===== config.mk =====
export PLATFORM = sky130hd
export DESIGN_NAME = game_countdown_flat
export DESIGN_NICKNAME = d
export VERILOG_FILES = /design/src/rtl/game_countdown_if.sv /design/src/rtl/game_countdown.sv /design/src/flat_wrapper.sv
export SDC_FILE = /design/constraint.sdc
export NUM_CORES = 1
export LEC_CHECK = 0
export ABC_AREA = 1
export CORE_UTILIZATION = 30
export DETAILED_ROUTE_END_ITERATION = 6
export PLACE_DENSITY_LB_ADDON = 0.1
export SLEW_MARGIN = 20
export SYNTH_ARGS = -nofsm -noshare
export SYNTH_HDL_FRONTEND = slang
export SYNTH_SLANG_ARGS = --single-unit
export TNS_END_PERCENT = 50

===== constraint.sdc =====
create_clock -name clk_in -period 1.8 [get_ports clk_in]
set_input_delay 0.36 -clock clk_in [delete_from_list [all_inputs] [get_ports clk_in]]
set_output_delay 0.36 -clock clk_in [all_outputs]
set_load 0.03 [all_outputs]

===== src/rtl/game_countdown_if.sv =====
// Strobe inputs and remaining-time outputs of the game countdown.
// The master side drives the strobes and the slave side is the counter.
interface game_countdown_if;
  logic       tick;
  logic       start;
  logic       pause;
  logic [6:0] seconds_left;
  logic [3:0] bcd_tens;
  logic [3:0] bcd_ones;
  logic       running;
  logic       paused;
  logic       warn;
  logic       game_over;
  logic       done;

  modport master (
    output tick, start, pause,
    input  seconds_left, bcd_tens, bcd_ones, running, paused, warn, game_over, done
  );

  modport slave (
    input  tick, start, pause,
    output seconds_left, bcd_tens, bcd_ones, running, paused, warn, game_over, done
  );
endinterface


===== src/rtl/game_countdown.sv =====
// Game-length countdown driven by the 1 Hz tick strobe, with pause/resume,
// low-time warning and end-of-game signalling in binary and two-digit BCD.
module game_countdown #(
  parameter int GAME_SECONDS = 60,
  parameter int WARN_SECONDS = 10
) (
  input  logic             clk_in,
  input  logic             rst_n,
  game_countdown_if.slave  cd
);

  generate
    if (GAME_SECONDS < 1 || GAME_SECONDS > 99) begin : g_bad_game_seconds
      $fatal(1, "game_countdown: GAME_SECONDS must be in 1..99");
    end
  endgenerate

  typedef enum logic [1:0] {
    S_IDLE    = 2'd0,
    S_RUNNING = 2'd1,
    S_PAUSED  = 2'd2,
    S_DONE    = 2'd3
  } state_t;

  localparam int         WARN_CLAMP = (WARN_SECONDS > 127) ? 127 : ((WARN_SECONDS < 0) ? 0 : WARN_SECONDS);
  localparam logic [6:0] LOAD_SECS  = 7'(GAME_SECONDS);
  localparam logic [3:0] LOAD_TENS  = 4'(GAME_SECONDS / 10);
  localparam logic [3:0] LOAD_ONES  = 4'(GAME_SECONDS % 10);
  localparam logic [6:0] WARN_LIM   = 7'(WARN_CLAMP);

  // Two-digit BCD decrement with borrow from the tens digit.
  function automatic logic [7:0] bcd_dec(input logic [3:0] tens, input logic [3:0] ones);
    logic [7:0] res;
    if (ones == 4'd0) begin
      res = {tens - 4'd1, 4'd9};
    end else begin
      res = {tens, ones - 4'd1};
    end
    return res;
  endfunction

  state_t     r_state;
  logic [6:0] r_secs;
  logic [3:0] r_tens;
  logic [3:0] r_ones;
  logic       r_running;
  logic       r_paused;
  logic       r_warn;
  logic       r_game_over;
  logic       r_done;

  state_t     w_state_nxt;
  logic       w_load;
  logic       w_dec;
  logic       w_game_over_nxt;
  logic [6:0] w_secs_nxt;
  logic [3:0] w_tens_nxt;
  logic [3:0] w_ones_nxt;
  logic [7:0] w_bcd_dec;
  logic       w_warn_nxt;

  // Next-state decode; start outranks tick, and a tick is applied before a same-cycle pause.
  always_comb begin
    w_state_nxt     = r_state;
    w_load          = 1'b0;
    w_dec           = 1'b0;
    w_game_over_nxt = 1'b0;
    case (r_state)
      S_IDLE: begin
        if (cd.start) begin
          w_load      = 1'b1;
          w_state_nxt = S_RUNNING;
        end else begin
          w_state_nxt = S_IDLE;
        end
      end
      S_RUNNING: begin
        if (cd.start) begin
          w_load      = 1'b1;
          w_state_nxt = S_RUNNING;
        end else if (cd.tick && (r_secs > 7'd1)) begin
          w_dec       = 1'b1;
          w_state_nxt = cd.pause ? S_PAUSED : S_RUNNING;
        end else if (cd.tick && (r_secs == 7'd1)) begin
          w_dec           = 1'b1;
          w_state_nxt     = S_DONE;
          w_game_over_nxt = 1'b1;
        end else if (cd.pause) begin
          w_state_nxt = S_PAUSED;
        end else begin
          w_state_nxt = S_RUNNING;
        end
      end
      S_PAUSED: begin
        if (cd.start) begin
          w_load      = 1'b1;
          w_state_nxt = S_RUNNING;
        end else if (cd.pause) begin
          w_state_nxt = S_RUNNING;
        end else begin
          w_state_nxt = S_PAUSED;
        end
      end
      S_DONE: begin
        if (cd.start) begin
          w_load      = 1'b1;
          w_state_nxt = S_RUNNING;
        end else begin
          w_state_nxt = S_DONE;
        end
      end
      default: begin
        w_state_nxt = S_IDLE;
      end
    endcase
  end

  // Count datapath: binary and BCD move together so they never disagree.
  always_comb begin
    w_bcd_dec  = bcd_dec(r_tens, r_ones);
    w_secs_nxt = r_secs;
    w_tens_nxt = r_tens;
    w_ones_nxt = r_ones;
    if (w_load) begin
      w_secs_nxt = LOAD_SECS;
      w_tens_nxt = LOAD_TENS;
      w_ones_nxt = LOAD_ONES;
    end else if (w_dec) begin
      w_secs_nxt = r_secs - 7'd1;
      w_tens_nxt = w_bcd_dec[7:4];
      w_ones_nxt = w_bcd_dec[3:0];
    end else begin
      w_secs_nxt = r_secs;
    end
    w_warn_nxt = ((w_state_nxt == S_RUNNING) || (w_state_nxt == S_PAUSED)) && (w_secs_nxt <= WARN_LIM);
  end

  // State, count and registered output flags.
  always_ff @(posedge clk_in or negedge rst_n) begin
    if (!rst_n) begin
      r_state     <= S_IDLE;
      r_secs      <= LOAD_SECS;
      r_tens      <= LOAD_TENS;
      r_ones      <= LOAD_ONES;
      r_running   <= 1'b0;
      r_paused    <= 1'b0;
      r_warn      <= 1'b0;
      r_game_over <= 1'b0;
      r_done      <= 1'b0;
    end else begin
      r_state     <= w_state_nxt;
      r_secs      <= w_secs_nxt;
      r_tens      <= w_tens_nxt;
      r_ones      <= w_ones_nxt;
      r_running   <= (w_state_nxt == S_RUNNING);
      r_paused    <= (w_state_nxt == S_PAUSED);
      r_warn      <= w_warn_nxt;
      r_game_over <= w_game_over_nxt;
      r_done      <= (w_state_nxt == S_DONE);
    end
  end

  assign cd.seconds_left = r_secs;
  assign cd.bcd_tens     = r_tens;
  assign cd.bcd_ones     = r_ones;
  assign cd.running      = r_running;
  assign cd.paused       = r_paused;
  assign cd.warn         = r_warn;
  assign cd.game_over    = r_game_over;
  assign cd.done         = r_done;

endmodule


===== src/flat_wrapper.sv =====
// flat-port wrapper written by rule: the top's interface ports become plain ports
module game_countdown_flat 
#(
  parameter int GAME_SECONDS = 60,
  parameter int WARN_SECONDS = 10
)
  (clk_in, rst_n, cd_tick, cd_start, cd_pause, cd_seconds_left, cd_bcd_tens, cd_bcd_ones, cd_running, cd_paused, cd_warn, cd_game_over, cd_done);
  game_countdown_if cd_i ();
  input  logic clk_in;
  input  logic rst_n;
  input wire logic [$bits(cd_i.tick)-1:0] cd_tick;
  input wire logic [$bits(cd_i.start)-1:0] cd_start;
  input wire logic [$bits(cd_i.pause)-1:0] cd_pause;
  output wire logic [$bits(cd_i.seconds_left)-1:0] cd_seconds_left;
  output wire logic [$bits(cd_i.bcd_tens)-1:0] cd_bcd_tens;
  output wire logic [$bits(cd_i.bcd_ones)-1:0] cd_bcd_ones;
  output wire logic [$bits(cd_i.running)-1:0] cd_running;
  output wire logic [$bits(cd_i.paused)-1:0] cd_paused;
  output wire logic [$bits(cd_i.warn)-1:0] cd_warn;
  output wire logic [$bits(cd_i.game_over)-1:0] cd_game_over;
  output wire logic [$bits(cd_i.done)-1:0] cd_done;
  assign cd_i.tick = cd_tick;
  assign cd_i.start = cd_start;
  assign cd_i.pause = cd_pause;
  assign cd_seconds_left = cd_i.seconds_left;
  assign cd_bcd_tens = cd_i.bcd_tens;
  assign cd_bcd_ones = cd_i.bcd_ones;
  assign cd_running = cd_i.running;
  assign cd_paused = cd_i.paused;
  assign cd_warn = cd_i.warn;
  assign cd_game_over = cd_i.game_over;
  assign cd_done = cd_i.done;
  game_countdown #(.GAME_SECONDS(GAME_SECONDS), .WARN_SECONDS(WARN_SECONDS)) u_core (.clk_in(clk_in), .rst_n(rst_n), .cd(cd_i));
endmodule

==> results.py, run 1 <==
metrics = {
    "outcome": {
        "status": "finished with violations",
        "violations": "negative setup slack",
    },
    "floorplanning": {
        "core.rowCount": 23,
        "initial_core_util_pct": 31.34,
        "die_w_um": 66.87,
        "die_h_um": 66.87,
        "die-area_sq_um": 4472,
        "io_pins": 25,
        "core-area_sq_um": 4029,
    },
    "timing": {
        "skew_ps": 6.215,
        "rsz0062_at_grt": "yes",
        "slew-limit-headroom_pct": 77.53,
        "finalMaxSlewViolations": 0,
        "layout_setup_ws_ps": -91.39,
        "worst_slew_pin_slew_ps": 336.0,
        "finalSetupTns_ps": -91.39,
        "setup_viol": 1,
        "min_period_over_period_pct": 105.1,
        "period_needed_ps": 1891,
        "timing.fmax_mhz": 528.7,
        "hold_viol": 0,
    },
    "finish": {
        "nNetsFinal": 220,
        "fin_cells": 256,
        "fin_util_pct": 47.14,
        "n_antenna_cell": 0,
        "final_layout_size_suffix_gt1_share_pct": 33.01,
        "fill_cells": 399,
        "syn_to_final_growth_pct": 50.45,
    },
    "worst_setup_path": {
        "setup.worst_path.end_class": "flip-flop",
        "cpMaxStageDelayCell": "dfrtp_2",
        "startpoint": "u_core.cd.seconds_left[1]",
        "cp.required_ps": 2010,
        "crit_arrival_ps": 2100,
        "worstSetupStartpointType": "flip-flop",
        "critical_path_buf_inv_count": 5,
        "slowest_delay_ps": 410,
        "cpLargestDelayFamily": "simple AND/OR/NAND/NOR gates",
        "crit_type": "reg -> reg",
        "path_cells": "inv_2 > ha_4 > inv_2 > nor2_2 > nand3_2 > nor2_2 > inv_2 > nand3_2 > o21ai_2 > a21oi_2 > ha_1 > inv_2 > nand4_1 > nor2_1 > nand2_1 > inv_1",
        "r2r_start": "u_core.cd.seconds_left[1]",
        "path_max_fanout": 3,
        "path_common_cell": "inv_2",
    },
    "clock_network": {
        "numCtsBuffers": 3,
        "cts.path.max_buffers": 2,
        "htreeDepth": 1,
        "cts.sinks": 22,
        "cts.clk_slew.worst_paths_ps": 90,
        "tritoncts": "yes",
        "clk_latency_ps": 260,
        "cts_root_buf": "clkbuf_8",
    },
    "routing": {
        "routed_via_density": 4.453,
        "num_vias": 1140,
        "routed_wl_mm": 2.990,
        "drc": 0,
        "ant_nets": 0,
        "first_pass_iters": 4,
        "wl_per_cell_um": 11.68,
        "drt_iter0_drc": 37,
    },
    "place": {
        "place.gp.congestion": 0.7842,
        "hpwl_mm": 2.295,
        "dp.cells": 252,
        "place.port_buffers": 24,
        "pre_cts_ws_ps": -231.9,
    },
    "synth": {
        "synth_top_area_share_pct": 31.71,
        "synth_area_leaders": "dfrtp_1, dfstp_2, nand2_1",
        "yosysTopAreaCell": "dfrtp_1",
        "ys_seq_elements": 22,
        "netlist_instances": 152,
        "synth.avg_cell_area_sq_um": 8.306,
        "syn-cell-area_sq_um": 1262,
        "synth_cell_types": 29,
        "ys_seq_area_share_pct": 44.20,
        "syn_nets": 165,
        "yosysWarningCount": 0,
    },
    "pwr": {
        "vdd_drop_max_v": 0.0003749,
        "powerDensity_nw_per_um2": 778.8,
        "power_w": 0.001479,
        "leakage_nw": 0.9054,
    },
    "worst_hold_path": {
        "hold_path_class": "in -> async",
    },
    "global_route": {
        "antenna_found_initial": 0,
        "grt_pass1_vias": 1116,
        "grt_max_degree": 23,
        "grt_overflow": 0,
        "grt_use_total_pct": 15.17,
        "grt_pass1_wl_mm": 5.009,
    },
    "flow_run": {
        "drv_cap": 0,
    },
}
-- cell families (layout without fill, tap and decap cells) --
kind of cell	Yosys count	in the layout	synth area share [%]
DFF	22	22	44.20
xor gates and xnor gates	5	5	3.469
AOI/OAI and AO/OA	18	18	8.226
and+or+nand+nor	71	71	27.16
adders and majority gates	8	8	7.929
buffers and inverters	28	82	9.018
-- synth_stat cells --
cell and count:
o211ai_1 1, buf_2 1, o31ai_1 1, inv_1 23, xnor2_1 3, nand2_4 2, nand3b_1 2, buf_6 1
nor3_4 1, o21ai_0 4, a21oi_1 5, clkinv_1 1, dfrtp_1 16, nand2_1 32, nand4_1 2, dfstp_2 6
nor2_1 12, nor4_1 1, nand3_2 1, o311ai_0 1, a22oi_1 1, nor2_2 4, nor3_1 2, inv_2 2
o22ai_1 2, xor2_1 2, nand3_1 12, ha_1 8, o21ai_1 3
-- routing by layer --
| metal | track usage [%] | share of wire (%) | vias to the layer above |
|---|---|---|---|
| met4 | 4.787 | 0.84 | 0 |
| met2 | 25.63 | 50 | 20 |
| met3 | 2.740 | 3.3 | 2 |
| met5 | 0 | 0 | - |
| met1 | 19.37 | 46 | 524 |
| li1 | - | - | 594 |
-- registers in the layout (all words and copies together) (netlist names) --
| signal | count |
|---|---|
| u_core.cd.game_over | 1 |
| u_core.cd.done | 1 |
| u_core.cd.warn | 1 |
| u_core.cd.paused | 1 |
| u_core.r_state | 2 |
| u_core.cd.bcd_ones | 4 |
| u_core.cd.seconds_left | 7 |
| u_core.cd.bcd_tens | 4 |
| u_core.cd.running | 1 |
-- worst reg2reg max path, stage by stage (launching register included) --
cell	delay [ps]
dfrtp_2	410
inv_2	70
ha_4	120
inv_2	30
nor2_2	70
nand3_2	100
nor2_2	130
inv_2	60
nand3_2	70
o21ai_2	50
a21oi_2	150
ha_1	250
inv_2	60
nand4_1	70
nor2_1	90
nand2_1	60
inv_1	40
-- stage by stage --
step           cell area (sq um)  hold slack (ps)
6_report                    1899            446.8
5_1_grt                     1899            486.0
4_1_cts                     1842            450.7
3_5_place_dp                1780            494.4
3_3_place_gp                1780            496.6
2_1_floorplan               1284            64.41
-- layout make-up --
type	count	area, sq um	share of cell area, %
multi-input cells	102	661.9	34.85
flip-flops and latches	22	560.5	29.51
repair buffers	52	445.4	23.45
inverters	26	97.59	5.138
well taps	50	62.56	3.294
clock buffers	3	41.29	2.174
clock inverters	1	30.03	1.581
-- placed cells by master, fill, tap and decap left out, types with 2 or more instances in the layout --
| cell type | n |
|---|---|
| dfrtp_2 | 2 |
| a21oi_1 | 2 |
| nor2_2 | 6 |
| o22ai_1 | 2 |
| xnor2_1 | 3 |
| dfstp_2 | 6 |
| nand2_1 | 32 |
| buf_4 | 28 |
| dfrtp_1 | 14 |
| dlygate4sd2_1 | 8 |
| nand3b_1 | 2 |
| xor2_1 | 2 |
| nand4_1 | 2 |
| inv_2 | 8 |
| inv_1 | 17 |
| ha_1 | 6 |
| nand3_1 | 11 |
| ha_4 | 2 |
| nand3_2 | 2 |
| nor2_1 | 10 |
| o21ai_0 | 3 |
| clkbuf_8 | 3 |
| dlymetal6s2s_1 | 2 |
| clkdlybuf4s50_1 | 14 |
| o21ai_2 | 3 |
| a21oi_2 | 3 |
-- where the power goes --
part / switching (W) / internal, W / total (W)
sequential: 0.0000278 / 0.000543 / 0.000571
clock: 0.000166 / 0.000297 / 0.000463
combinational: 0.000266 / 0.000179 / 0.000445
total: 0.000460 / 0.00102 / 0.00148
-- what timing repair did --
item	4_1_cts	5_1_grt
hold buffers	0	0
endpoints found under the hold margin	0	0
pin swaps	2	3
gates resized for setup	9	16
setup buffers	0	1
setup endpoints to repair	9	10
-- path summary, 6_finish.rpt --
kind                                                  end  slack, ps  cells past startpoint
worst max register to register             u_core.cd.warn        -90                     16
worst max-delay path                       u_core.cd.warn        -90                     16
worst min register to register      u_core.cd.bcd_tens[0]        510                      2
worst min-delay path            u_core.cd.seconds_left[6]        450                      2
max in group asynchronous           u_core.cd.bcd_tens[1]       1060                      2
min in group clk_in                 u_core.cd.bcd_tens[0]        510                      2
No activity file was read; power rests on OpenSTA's default activity.
==> run 2: changes to the inputs <==
- CORE_UTILIZATION: 30 -> 46
==> run 2 against run 1 <==
Global-route usage up 6.0 points. Highest routed layer unchanged. Critical path type unchanged. Final cell count down 8.2%. Sequential cell count unchanged. Non-clock buffer count down 1. Largest cell class unchanged. Clock skew up 0.98 ps. Maximum frequency down 2.2%. The run still ends with negative setup slack left. Clock-buffer cell count unchanged. Routed wire length down 8.6%.
==> results.py, run 2 (same netlist as run 1, synthesis figures left out) <==
metrics = {
    "timing": {
        "slew-limit-headroom_pct": 76.81,
        "min_period_over_period_pct": 107.4,
        "finalSetupTns_ps": -133.8,
        "worst_slew_pin_slew_ps": 343.5,
        "skew_ps": 7.200,
        "finalMaxSlewViolations": 0,
        "hold_viol": 0,
        "timing.fmax_mhz": 517.1,
        "period_needed_ps": 1934,
        "setup_viol": 1,
        "layout_setup_ws_ps": -133.8,
        "rsz0062_at_grt": "yes",
    },
    "routing": {
        "first_pass_iters": 4,
        "wl_per_cell_um": 11.63,
        "drc": 0,
        "num_vias": 1176,
        "routed_via_density": 5.004,
        "routed_wl_mm": 2.734,
        "ant_nets": 0,
        "drt_iter0_drc": 19,
    },
    "worst_setup_path": {
        "crit_arrival_ps": 2190,
        "path_max_fanout": 3,
        "critical_path_buf_inv_count": 5,
        "cp.required_ps": 2060,
        "path_cells": "inv_2 > ha_4 > inv_2 > nor2_2 > nand3_2 > nor2_1 > inv_1 > nand3_1 > o21ai_1 > a21oi_2 > ha_1 > inv_1 > nand4_1 > nor2_1 > nand2_1 > inv_1",
        "reg2regPathDepth": 16,
        "rrSetupSlack_ps": -130,
        "cpMaxStageDelayCell": "dfrtp_2",
        "setup.worst_path.end_class": "flip-flop",
        "worstSetupStartpointType": "flip-flop",
        "crit_type": "reg -> reg",
        "r2r_start": "u_core.cd.seconds_left[1]",
        "cpLargestDelayFamily": "simple AND/OR/NAND/NOR gates",
        "r2r_end": "u_core.cd.warn",
        "slowest_delay_ps": 430,
        "path_common_cell": "inv_1",
    },
    "pwr": {
        "powerDensity_nw_per_um2": 751.6,
        "vdd_drop_max_v": 0.0006575,
        "leakage_nw": 0.9226,
    },
    "floorplanning": {
        "core.rowCount": 18,
        "io_pins": 25,
        "initial_core_util_pct": 49.61,
        "die_h_um": 54.39,
        "core-area_sq_um": 2545,
        "die_w_um": 54.39,
        "die-area_sq_um": 2958,
    },
    "clock_network": {
        "cts.clk_slew.worst_paths_ps": 120,
        "clk_latency_ps": 310,
        "cts.path.max_buffers": 2,
        "numCtsBuffers": 3,
        "hold_buffers": 0,
        "cts.sinks": 22,
        "tritoncts": "yes",
        "cts_root_buf": "clkbuf_4",
        "htreeDepth": 1,
    },
    "finish": {
        "final_layout_size_suffix_gt1_share_pct": 28.78,
        "n_antenna_cell": 0,
        "syn_to_final_growth_pct": 45.29,
        "fill_cells": 205,
        "layout_common_cells": "nand2_1, buf_4, inv_1, dfrtp_1",
        "nNetsFinal": 219,
        "final_common_cell": "nand2_1",
        "largest_register_ffs": 7,
    },
    "place": {
        "place.port_buffers": 24,
        "pre_cts_ws_ps": -230.9,
        "place.gp.congestion": 0.8595,
        "hpwl_mm": 2.138,
    },
    "worst_hold_path": {
        "hold_path_class": "in -> async",
    },
    "global_route": {
        "grt_max_degree": 23,
        "antenna_found_initial": 0,
        "grt_overflow": 0,
        "grt_pass1_wl_mm": 4.519,
        "grt_pass1_vias": 1085,
        "grt_use_total_pct": 21.19,
    },
    "outcome": {
        "status": "finished with violations",
        "violations": "negative setup slack",
    },
    "flow_run": {
        "drv_cap": 0,
    },
}
-- run 2: per-layer routing --
metal / share of wire, % / track usage [%] / vias to the layer above
li1: - / - / 593
met4: 0.84 / 4.701 / 0
met2: 52 / 37.40 / 23
met1: 43 / 25.00 / 556
met5: 0 / 0 / -
met3: 4.0 / 6.389 / 4
-- run 2: how the worst max path moves through the flow --
stage / startpoint / end / slack [ps] / cells past startpoint
2_1_floorplan: u_core.cd.seconds_left[1] / u_core.cd.warn / -160 / 16
3_3_place_gp: cd_tick / u_core.cd.warn / -230 / 13
3_5_place_dp: cd_start / u_core.cd.warn / -230 / 10
4_1_cts: u_core.cd.seconds_left[1] / u_core.cd.warn / -190 / 16
5_1_grt: u_core.cd.seconds_left[1] / u_core.cd.warn / -320 / 16
6_report: u_core.cd.seconds_left[1] / u_core.cd.warn / -130 / 16
-- run 2: area by class of cell --
class / count / area [sq um] / area share, %
sequential: 22 / 560.5 / 30.56
inverter: 26 / 100.1 / 5.457
timing repair buffer: 51 / 440.4 / 24.01
multi-input combinational: 102 / 643.1 / 35.06
tap: 30 / 37.54 / 2.046
clock buffer: 3 / 22.52 / 1.228
clock inverter: 1 / 30.03 / 1.637
-- run 2: worst register-to-register path, stage by stage, from the launching register on --
cell and delay [ps]:
dfrtp_2 430, inv_2 70, ha_4 120, inv_2 30
nor2_2 80, nand3_2 90, nor2_1 110, inv_1 70
nand3_1 80, o21ai_1 70, a21oi_2 140, ha_1 250
inv_1 60, nand4_1 60, nor2_1 110, nand2_1 60
inv_1 60
-- run 2: what timing repair did --
| action | in CTS | in global routing |
|---|---|---|
| pin swaps | 2 | 0 |
| resized for setup | 14 | 8 |
| setup endpoints to repair | 10 | 13 |
| buffers inserted | 1 | 2 |
-- run 2: where the power goes --
part | internal, W | switching (W) | leakage (nW)
Clock | 0.000225 | 0.000146 | 0.0279
Sequential | 0.000543 | 0.0000273 | 0.272
Combinational | 0.000176 | 0.000260 | 0.622
-- run 2: stage by stage --
| step | power, W | cells | hold slack [ps] | utilization [%] | area, sq um |
|---|---|---|---|---|---|
| 3_3_place_gp | 0.0009999 | 229 | 484.7 | 68.09 | 1733 |
| 5_1_grt | 0.001462 | 235 | 401.0 | 72.07 | 1834 |
| 4_1_cts | 0.001388 | 234 | 375.8 | 70.75 | 1800 |
| 6_report | 0.001379 | 235 | 384.4 | 72.07 | 1834 |
| 2_1_floorplan | 0.0008329 | 152 | 64.41 | - | 1284 |
| 3_5_place_dp | 0.001011 | 229 | 496.9 | 68.09 | 1733 |
==> run 3: changes to the inputs <==
- TNS_END_PERCENT: 50 -> 100
==> results of run 3 <==
The final DEF is identical to that of run 2; final timing and power are the same.
==> RTL edit (settings of run 3) <==
`GAME_SECONDS` is set to 60 in 2 places; all go to 59.
--- a/src/rtl/game_countdown.sv
+++ b/src/rtl/game_countdown.sv
@@ -3,3 +3,3 @@
 module game_countdown #(
-  parameter int GAME_SECONDS = 60,
+  parameter int GAME_SECONDS = 59,
   parameter int WARN_SECONDS = 10
--- a/src/flat_wrapper.sv
+++ b/src/flat_wrapper.sv
@@ -3,3 +3,3 @@
 #(
-  parameter int GAME_SECONDS = 60,
+  parameter int GAME_SECONDS = 59,
   parameter int WARN_SECONDS = 10
Formal check against the unedited RTL: not equivalent (Yosys sat finds a counterexample within 4 cycles, from zero or initial values and one cycle with rst_n low).
==> RTL edit against run 3 <==
- the flow still finishes with violations (negative setup slack)
- synthesized area is 0.69% lower
- final area is 1.2% higher
- via count is 2.0% higher
- worst setup slack worse by 0.050 ns
- critical path depth is 3 lower
- routed wire length is 10% higher
- cell count is 0.85% higher
- power is 4.4% higher
- maximum frequency is 2.5% lower
- global-route usage is 2.4 points higher
- sequential cell count stayed put
- combinational power is 5.7% higher
- largest power group unchanged
==> RTL edit: results <==
[route]
post_drt_wl_per_cell_um = 12.7
met2_length_mm = 1.55
first_iter_violations = 32
met1_length_mm = 1.34
wl_met3_um = 105

[placement]
post-place-ws_ns = -0.258
post_dp_cell_area_um2 = 1720
dp_hpwl_mm = 2.19
gp_congestion = 0.839

[pwr]
combPwrFrac_pct = 32.1
seq_power_share_pct = 41.6
intPower_mw = 0.976
ir_drop_v = 0.000633
p_leak_nw = 0.923

[logic_synthesis]
syn-mean-instance-area_um2 = 8.14
synth_xor_area_share_pct = 2.10
synth-adder-area-share_pct = 7.98
syn_nets = 167
synth_cell_types = 27
synth_compound_area_share_pct = 6.29

[layout]
area_growth_pct = 48.0
fin_nets = 221
fillerInstances = 198
nNonClkInverters = 31
signal_buffers = 50
buffer_area_share_pct = 23.3
sh_seq_area_pct = 30.3
multi_input_area_um2 = 652
final_layout_size_suffix_gt1_share_pct = 30.4
multi_input_comb_cells = 100

[sta]
setup_violations = 9
fin_tns_setup_ns = -0.480
worstMarginPinSlew_ns = 0.464
skew_ns = 0.00831
hold_slack_ns = 0.382
final.setup.worst_slack_ns = -0.183

[critical_path]
cp_max_fo = 2
cp.arrival_ns = 2.24
r2r_start = u_core.cd.seconds_left[0]$_DFF_PN1_

[run_status]
violations = negative setup slack
status = finished with violations

[grt]
track_usage_pct = 23.6
grt_pass1_wl_mm = 4.86
## RTL edit: cell types whose count changed in the layout (fill, tap and decap cells not counted), moves of 3 or more
cell / before / now
inv_1: 20 / 26
nor2_1: 11 / 7
a21oi_1: 4 / 1
buf_4: 27 / 24
dfstp_2: 6 / 9
nand3_1: 12 / 15
## RTL edit: worst max-delay path: cells and delay by family, from the launching register on
kind | cells | cell delay (ns)
AOI/OAI and AO/OA | 2 | 0.32
buffers and inverters | 3 | 0.12
adders and majority gates | 2 | 0.37
and+or+nand+nor | 6 | 0.53
DFF | 1 | 0.59
## RTL edit: repair_timing
action / in CTS / in global routing
cloned: 1 / 0
gates resized for setup: 27 / 3
hold buffers: 0 / 0
pin swaps: 8 / 4
endpoints found under the setup margin: 19 / 16
buffers inserted: 3 / 0
## RTL edit: per-layer routing
layer,vias up,global-route usage (%)
met5,-,0
met4,0,8.55
met3,4,2.82
met2,31,40.9
met1,570,29.6
li1,595,-
